### src/rtl/ps2_scan_receiver.sv
// Purpose : PS/2 frame receiver that keeps only break (key-release) scan codes and queues them in a FWFT FIFO.
// Latency : 3 clk from the filtered stop-bit falling edge to key_code valid.
// Backpres: none toward the keyboard; a code arriving while the FIFO is full is dropped and overflow sticks.
//
// Ports:
//   clk          system clock, rising edge
//   reset        asynchronous, active-low reset
//   ps2c, ps2d   raw PS/2 clock/data from the connector
//   rd_key_code  pop strobe, one clk per code
//   key_code     FIFO head (8'h00 when empty)
//   kb_buf_empty FIFO empty flag
//   frame_err    one-cycle pulse on parity, stop or timeout error
//   overflow     sticky: a code was dropped on a full FIFO
module ps2_scan_receiver #(
  parameter int FILTER_LEN  = 8,
  parameter int FIFO_ADDR_W = 2,
  parameter int TIMEOUT_CYC = 20000
) (
  input  logic       clk,
  input  logic       reset,
  input  logic       ps2c,
  input  logic       ps2d,
  input  logic       rd_key_code,
  output logic [7:0] key_code,
  output logic       kb_buf_empty,
  output logic       frame_err,
  output logic       overflow
);

  localparam int DEPTH = 1 << FIFO_ADDR_W;
  localparam int CNT_W = FIFO_ADDR_W + 1;
  localparam int TO_W  = $clog2(TIMEOUT_CYC);
  localparam logic [TO_W-1:0]  TO_MAX   = TO_W'(TIMEOUT_CYC - 1);
  localparam logic [CNT_W-1:0] FULL_CNT = CNT_W'(DEPTH);
  localparam logic [7:0] BRK_CODE = 8'hF0;
  localparam logic [7:0] EXT_CODE = 8'hE0;

  // ---------------- input conditioning ----------------
  logic [1:0]            c_sync, d_sync;
  logic [FILTER_LEN-1:0] filt_reg, filt_next;
  logic                  f_clk, f_clk_q;
  logic                  fall_edge;

  // Newest synced sample enters at the MSB; the current sample is included
  // in the all-ones/all-zeros decision to avoid an extra cycle of delay.
  assign filt_next = {c_sync[1], filt_reg[FILTER_LEN-1:1]};
  assign fall_edge = f_clk_q & ~f_clk;

  always_ff @(posedge clk or negedge reset) begin
    if (!reset) begin
      c_sync   <= 2'b11;
      d_sync   <= 2'b11;
      filt_reg <= '1;
      f_clk    <= 1'b1;
      f_clk_q  <= 1'b1;
    end else begin
      c_sync   <= {c_sync[0], ps2c};
      d_sync   <= {d_sync[0], ps2d};
      filt_reg <= filt_next;
      f_clk_q  <= f_clk;
      if (&filt_next)       f_clk <= 1'b1;
      else if (~|filt_next) f_clk <= 1'b0;
    end
  end

  // ---------------- receive FSM ----------------
  typedef enum logic [1:0] {RX_IDLE, RX_SHIFT, RX_CHECK} rx_state_t;
  rx_state_t       rx_state;
  logic [3:0]      bit_cnt;
  logic [TO_W-1:0] to_cnt;
  logic [9:0]      shreg;     // {stop, parity, data[7:0]} once full
  logic            rx_done;
  logic [7:0]      rx_byte;

  always_ff @(posedge clk or negedge reset) begin
    if (!reset) begin
      rx_state  <= RX_IDLE;
      bit_cnt   <= '0;
      to_cnt    <= '0;
      shreg     <= '0;
      rx_done   <= 1'b0;
      rx_byte   <= '0;
      frame_err <= 1'b0;
    end else begin
      rx_done   <= 1'b0;
      frame_err <= 1'b0;
      unique case (rx_state)
        RX_IDLE: begin
          if (fall_edge && !d_sync[1]) begin
            rx_state <= RX_SHIFT;
            bit_cnt  <= 4'd9;
            to_cnt   <= '0;
          end
        end
        RX_SHIFT: begin
          if (fall_edge) begin
            shreg  <= {d_sync[1], shreg[9:1]};
            to_cnt <= '0;
            if (bit_cnt == 4'd0) rx_state <= RX_CHECK;
            else                 bit_cnt  <= bit_cnt - 4'd1;
          end else if (to_cnt == TO_MAX) begin
            // keyboard stopped clocking mid-frame: abandon it
            rx_state  <= RX_IDLE;
            frame_err <= 1'b1;
          end else begin
            to_cnt <= to_cnt + 1'b1;
          end
        end
        RX_CHECK: begin
          if ((^shreg[8:0]) && shreg[9]) begin
            rx_done <= 1'b1;
            rx_byte <= shreg[7:0];
          end else begin
            frame_err <= 1'b1;
          end
          rx_state <= RX_IDLE;
        end
        default: rx_state <= RX_IDLE;
      endcase
    end
  end

  // ---------------- break filter FSM ----------------
  typedef enum logic {WAIT_BRK, GET_CODE} brk_state_t;
  brk_state_t brk_state;
  logic       push;

  // E0/F0 while waiting for the code are prefixes, never key codes.
  assign push = rx_done && (brk_state == GET_CODE) &&
                (rx_byte != EXT_CODE) && (rx_byte != BRK_CODE);

  always_ff @(posedge clk or negedge reset) begin
    if (!reset) begin
      brk_state <= WAIT_BRK;
    end else if (rx_done) begin
      unique case (brk_state)
        WAIT_BRK: if (rx_byte == BRK_CODE) brk_state <= GET_CODE;
        GET_CODE: if (push)                brk_state <= WAIT_BRK;
        default:                           brk_state <= WAIT_BRK;
      endcase
    end
  end

  // ---------------- FWFT FIFO ----------------
  logic [7:0]             mem [DEPTH];
  logic [FIFO_ADDR_W-1:0] wr_ptr, rd_ptr;
  logic [CNT_W-1:0]       count;
  logic                   empty, full, pop_ok, push_ok;

  assign empty   = (count == '0);
  assign full    = (count == FULL_CNT);
  assign pop_ok  = rd_key_code && !empty;
  // a pop in the same cycle frees the slot the push needs
  assign push_ok = push && (!full || pop_ok);

  always_ff @(posedge clk) begin
    if (push_ok) mem[wr_ptr] <= rx_byte;
  end

  always_ff @(posedge clk or negedge reset) begin
    if (!reset) begin
      wr_ptr   <= '0;
      rd_ptr   <= '0;
      count    <= '0;
      overflow <= 1'b0;
    end else begin
      if (push_ok) wr_ptr <= wr_ptr + 1'b1;
      if (pop_ok)  rd_ptr <= rd_ptr + 1'b1;
      if (push_ok && !pop_ok)      count <= count + 1'b1;
      else if (pop_ok && !push_ok) count <= count - 1'b1;
      if (push && !push_ok) overflow <= 1'b1;
    end
  end

  assign key_code     = empty ? 8'h00 : mem[rd_ptr];
  assign kb_buf_empty = empty;

endmodule
### config.mk
export PLATFORM = sky130hd
export DESIGN_NAME = ps2_scan_receiver
export DESIGN_NICKNAME = d
export VERILOG_FILES = /design/src/rtl/ps2_scan_receiver.sv
export SDC_FILE = /design/constraint.sdc
export NUM_CORES = 1
export LEC_CHECK = 0
export CAP_MARGIN = 20
export CORE_UTILIZATION = 45
export CTS_BUF_LIST = sky130_fd_sc_hd__clkbuf_4
export DETAILED_ROUTE_END_ITERATION = 16
export SLEW_MARGIN = 20
export SYNTH_ARGS = -nofsm -noshare
export SYNTH_HDL_FRONTEND = slang
export SYNTH_SLANG_ARGS = --single-unit
### constraint.sdc
create_clock -name clk -period 2.9 [get_ports clk]
set_input_delay 0.29 -clock clk [delete_from_list [all_inputs] [get_ports clk]]
set_output_delay 0.29 -clock clk [all_outputs]
set_load 0.005 [all_outputs]
### Word level (Yosys, flattened, before mapping)

Memory sizes are Yosys's and may differ from the RTL's.
Index checks and enable logic that the tools add are counted.

| word-level totals | value |
|---|---|
| flip-flop bits (word level) | 64 |
| bits in writable memories | 32 |
| bits of input ports | 5 |
| output and inout port bits | 11 |
| logic and storage cells | 99 |
| memories | 1 |

| cells by class | value |
|---|---|
| add/sub/neg operators | 6 |
| eq/ne operators | 14 |
| muxes and demuxes | 29 |
| bitwise logic cells | 3 |
| reduce and logical (&&, ||, !) cells | 29 |

Memory list:

| name | words | width | read ports | clocked after Yosys merged registers in | wr ports | line | RTL |
|---|---|---|---|---|---|---|---|
| mem | 4 | 8 | 1 | 0 | 1 | 145 | `logic [7:0] mem [DEPTH];` |

Operator list:

| cell | number |
|---|---|
| 2-to-1 mux 15 bit | 3 |
| one-hot mux 15 bit (2 select lines) | 1 |
| != test 8 bit, second input constant | 2 |
| adder 15 x 1 -> 15 bit, second input constant | 1 |
| equality test 15 bit, second input constant | 1 |
| 2-to-1 mux 4 bit | 3 |
| 2-to-1 mux 1 bit | 11 |
| logical AND 1 bit | 10 |
| != test 3 bit, second input constant | 3 |
| XOR reduction 9 bit | 1 |
| equality test 8 bit, second input constant | 1 |
| 2-to-1 mux 2 bit | 4 |
| 2-to-1 mux 8 bit | 1 |
| != test 2 bit, second input constant | 4 |
| one-hot mux 4 bit (2 select lines) | 1 |
| AND reduction 8 bit | 1 |
| OR reduction 8 bit | 1 |
| 2-to-1 mux 3 bit | 2 |
| AND reduction 3 bit | 2 |
| zero test 1 bit | 5 |
| adder 2 x 1 -> 2 bit, second input constant | 2 |
| zero test 4 bit | 1 |
| one-hot mux 1 bit (2 select lines) | 2 |
| one-hot mux 2 bit (2 select lines) | 1 |
| 14 further kinds | 17 |

### Longest topological paths before layout

| logic depth | value |
|---|---|
| word-level depth | 9 |
| mapped depth | 10 |
| mapped depth without buffers | 9 |

### Worst setup path after synthesis

OpenSTA, ideal clock, no wires.

| timing path | value |
|---|---|
| path type | reg2reg |
| start | reg rx_byte[2] |
| end | reg count[1] |
| library setup time | 0.125 ns |
| arrival time | 2.220 ns |
| data required time | 2.775 ns |
| path slack | 0.555 ns |
| stages on the path, launching flop included | 9 |
| buffers on the path | 1 |
| period minus slack after synthesis | 2.345 ns |
| cells stage by stage | dfrtp_1 nand4b_1 or4_1 and4b_1 clkbuf_1 ha_1 inv_1 fa_1 mux2_2 |

| on the way | value |
|---|---|
| cells in the longest elaborated chain, start to end | 7 |
| elaborated cells between the ends (all ways) | 10 |
| classes of those cells | eq/ne (2); mux (1); reduce/logical (7) |

RTL lines:

| element | line | RTL |
|---|---|---|
| from (decl) | 73 | `logic [7:0] rx_byte;` |
| from (signal assigned) | 112 | `rx_byte <= shreg[7:0];` |
| != test 8 bit | 130 | `(rx_byte != EXT_CODE) && (rx_byte != BRK_CODE);` |
| logical AND 1 bit | 129 | `assign push = rx_done && (brk_state == GET_CODE) &&` |
| logical AND 1 bit (*) | 130 |  |
| logical AND 1 bit (*) | 154 | `assign push_ok = push && (!full \|\| pop_ok);` |
| net push_ok | 148 | `logic empty, full, pop_ok, push_ok;` |
| zero test 1 bit | 170 | `else if (pop_ok && !push_ok) count <= count - 1'b1;` |
| logical AND 1 bit | 170 |  |
| nonzero test 2 bit (no line) | n/a |  |
| to (signal assigned) | 169 | `if (push_ok && !pop_ok) count <= count + 1'b1;` |
| to (signal assigned) | 170 |  |
| to (decl) | 147 | `logic [CNT_W-1:0] count;` |

Mark *: on every way through the listed nets, which the timed path passes. The rest lies on a longest branch.
A chain may end at the register's enable or synchronous reset.

### Worst setup path after layout

| timing path | value |
|---|---|
| start | reg rd_ptr[0] |
| end | out key_code[3] |

| on the way | value |
|---|---|
| cells in the longest elaborated chain, start to end | 2 |

RTL lines:

| element | line | RTL |
|---|---|---|
| from (decl) | 146 | `logic [FIFO_ADDR_W-1:0] wr_ptr, rd_ptr;` |
| from (signal assigned) | 168 | `if (pop_ok) rd_ptr <= rd_ptr + 1'b1;` |
| memory read (4 x 8 bit) | n/a |  |
| 2-to-1 mux 8 bit | 175 | `assign key_code = empty ? 8'h00 : mem[rd_ptr];` |
| to (decl) | 24 | `output logic [7:0] key_code,` |

No other way between the ends.

==> metrics.md <==
| Metric | Value |
|---|---|
| Largest register FFs | `32` |
| Synthesized instance count | `305` |
| Gpl congestion | `0.698` |
| Dominant synthesized flop cell | `dfrtp_1` |
| Regs by FF count | `mem: 32 flops, to_cnt: 15 flops, shreg: 10 flops` |
| Iter 0 DRT Violations | `46` |
| H-tree depth | `3` |
| Hold Crit Class | `in2reg` |
| Clock slew at reported path FFs | `0.15 ns` |
| Crit path launch | `rd_ptr[0]` |
| Hold depth | `1` |
| Warnings, synthesis | `0` |
| Die ar. | `9760 µm²` |
| Post-route ant nets | `0` |
| Setup TNS | `0 ns` |
| Largest net degree at the start of global routing | `41` |
| Final setup fails | `0` |
| Core area | `8890 µm²` |
| Post-CTS setup buffer count | `0` |
| Final Util | `52.3%` |
| Num CTS Buffers | `9` |
| CP endpoint | `key_code[3]` |
| Share of layout cells above drive strength 1 | `20.9%` |
| Clk buf depth | `2` |
| Overall Power | `2.86 mW` |
| FF-to-FF setup slack | `0.45 ns` |
| Finished Layout Cells | `443` |
| # diodes | `0` |
| Final-report max-slew violation count | `0` |
| Max-Cap Viols | `0` |
| Post-Synthesis Cell Area | `4210 µm²` |
| Crit Path Class | `reg2out` |
| CTS sink cnt | `95` |
| WL/cell | `15.9 µm` |
| Syn-to-layout area delta | `10.4%` |
| Max_slew headroom | `52.6%` |
| Req. time, crit path | `2.61 ns` |
| Vias in the first global route | `2539` |
| Cts repair resizes | `0` |
| Largest area contributor in the netlist | `dfrtp_1` |
| Syn Area/Cell | `13.8 µm²` |
| Min Clock Period, post-route | `around 2.6 ns` |
| Critical path startpoint category | `flip-flop` |
| Seq/Total Area, Yosys | `between 60% and 70%` |
| Die height | `~99 µm` |
| Crit path max fanout | `9` |
| Vias/cell | `5.51` |
| Nets | `347` |
| Post-synth cell types | `between 50 and 60` |
| Placed Area | `approximately 4500 µm²` |
| DR pass1 iterations | `4` |
| Initial antenna violation count | `0` |
| Number of top-level pins | `16` |
| Routed WL | `7030 µm` |
| Number of enable flip-flop cells after synthesis | `32` |
| Flip-flop and latch count after synthesis | `95` |
| Async SR Flop Fraction | `66.3%` |
| Crit end category | `primary output` |
| TritonCTS clock tree | `built` |
| Slew @ Worst Pin | `0.708 ns` |
| Reg-to-reg critical path endpoint | `count[1]` |
| Placed Instances | `426` |
| Status | `finished, final reports clean` |
| Top reg by flops | `mem` |
| Routed vias | `2442` |
| CP Data Arrival Time | `~2.3 ns` |
| Finished layout cell area | `4650 µm²` |
| Reg2reg path depth | `7` |
| First-pass GRT wire length | `between 10000 and 15000 µm` |
| Maximum VDD drop | `337 µV` |
| Synthesized Nets | `between 300 and 400` |
| Fin crit share | `90.8%` |
| Total gr overflow | `0` |
| Hold Buf Count CTS | `1` |
| RSZ-0062 raised after global routing | `false` |
| Chip width | `98.8 µm` |
| Leak pwr | `1.92 nW` |
| Gr usage total | `16.2%` |
| Starting Density | `47.4%` |
| Count of final hold-check violations | `0` |
| PwrDens | `614 nW/µm²` |
| Max Fclk | `0.380 GHz` |
| Post-route DRC | `0` |
| Site row count | `34` |
| Clk_lat worst skew | `around 0.44 ns` |
| Reg2Reg Launch Point | `rx_byte[2]` |
| Post-synth top area share | `between 20% and 30%` |
| Worst Skew | `0.0145 ns` |
| Dpl hpwl | `4890 µm` |
| Ranking of synthesized cells by area | `dfrtp_1 (30%), edfxtp_1 (23%), dfstp_2 (8.1%), mux2_2 (5.9%), mux4_2 (4.3%)` |
| Port bufs | `15` |
| Clk root buf | `clkbuf_4` |
-- logic make-up after synthesis --
family / after synthesis / synth area share [%]
buffers and inverters: 24 / 2.26
flip-flops: 95 / 60.6
AO/OA/AOI/OAI: 48 / 7.60
AND/OR/NAND/NOR: 82 / 11.7
XOR/XNOR: 13 / 3.38
adder cells (fa/ha/maj): 12 / 3.74
multiplexers: 31 / 10.7
-- layout by cell type, fill, tap and decap left out, types with 9 or more instances in the layout --
master,synthesis,final
dfrtp_1,50,50
edfxtp_1,32,32
mux2_2,22,22
nand2_1,18,18
inv_1,15,15
a21oi_1,15,15
clkdlybuf4s50_1,0,14
and2_1,13,13
dfstp_2,13,13
ha_1,11,11
o21ai_0,10,10
clkbuf_4,0,9
-- per-stage QoR --
stage | hold slack (ns) | setup slack, ns
3_5_place_dp | 0.308 | 0.365
6_report | 0.240 | 0.267
2_1_floorplan | -0.00559 | 0.555
5_1_grt | 0.203 | 0.0898
3_3_place_gp | 0.303 | 0.414
4_1_cts | 0.207 | 0.173
-- critical path: stages, from the launching register on --
cell	delay [ns]
dfrtp_1	0.72
mux4_2	0.57
and2_1	0.17
clkdlybuf4s50_1	0.44
-- power breakdown --
| group | switching [mW] | total, mW | internal, mW |
|---|---|---|---|
| clock network | 0.449 | 0.716 | 0.266 |
| registers | 0.0734 | 1.55 | 1.47 |
| logic | 0.345 | 0.595 | 0.250 |
| total | 0.868 | 2.86 | 1.99 |
-- worst min-delay path by stage --
| stage | from | to | slack, ns |
|---|---|---|---|
| floorplan | reset | bit_cnt[0] | -0.006 |
| global placement | reset | to_cnt[0] | 0.30 |
| detailed placement | reset | to_cnt[0] | 0.31 |
| CTS | ps2d | d_sync[0] | 0.21 |
| global route | ps2c | c_sync[0] | 0.20 |
| finish | ps2d | d_sync[0] | 0.24 |
-- Yosys cell counts, drive strengths merged (2+ instances only) --
cell / instances
and2: 13
nand4: 3
mux4: 8
dfstp: 13
a22oi: 2
or4: 7
o31ai: 3
clkbuf: 6
a311oi: 2
nor2: 7
nor3b: 2
mux2: 22
o211ai: 3
xnor2: 6
o41ai: 3
dfrtp: 50
nand3b: 3
and4b: 3
or3: 8
nand3: 6
nand2b: 2
ha: 11
o21ai: 10
buf: 3
nor4b: 3
edfxtp: 32
xor2: 5
a22o: 2
inv: 15
nand2: 18
xnor3: 2
a21oi: 15
-- layout make-up --
| type | instances | area (µm²) |
|---|---|---|
| clock buffers | 9 | 67.6 |
| clock inverters | 7 | 67.6 |
| fillers | 744 | 4240 |
| inverters | 15 | 56.3 |
| multi-input cells | 186 | 1570 |
| flip-flops and latches | 95 | 2550 |
| well taps | 108 | 135 |
| repair buffers | 23 | 208 |
-- routing by layer --
metal | GRT usage (%) | vias up | part of all wire, % | wire [µm]
met5 | 0 | - | 0 | 0
met4 | 6.77 | 0 | 1.6 | 115
met3 | 2.77 | 10 | 1.7 | 121
met2 | 27.6 | 24 | 49 | 3470
met1 | 20.4 | 1223 | 47 | 3330
li1 | - | 1185 | - | -
(Power assumes the default switching activity.)
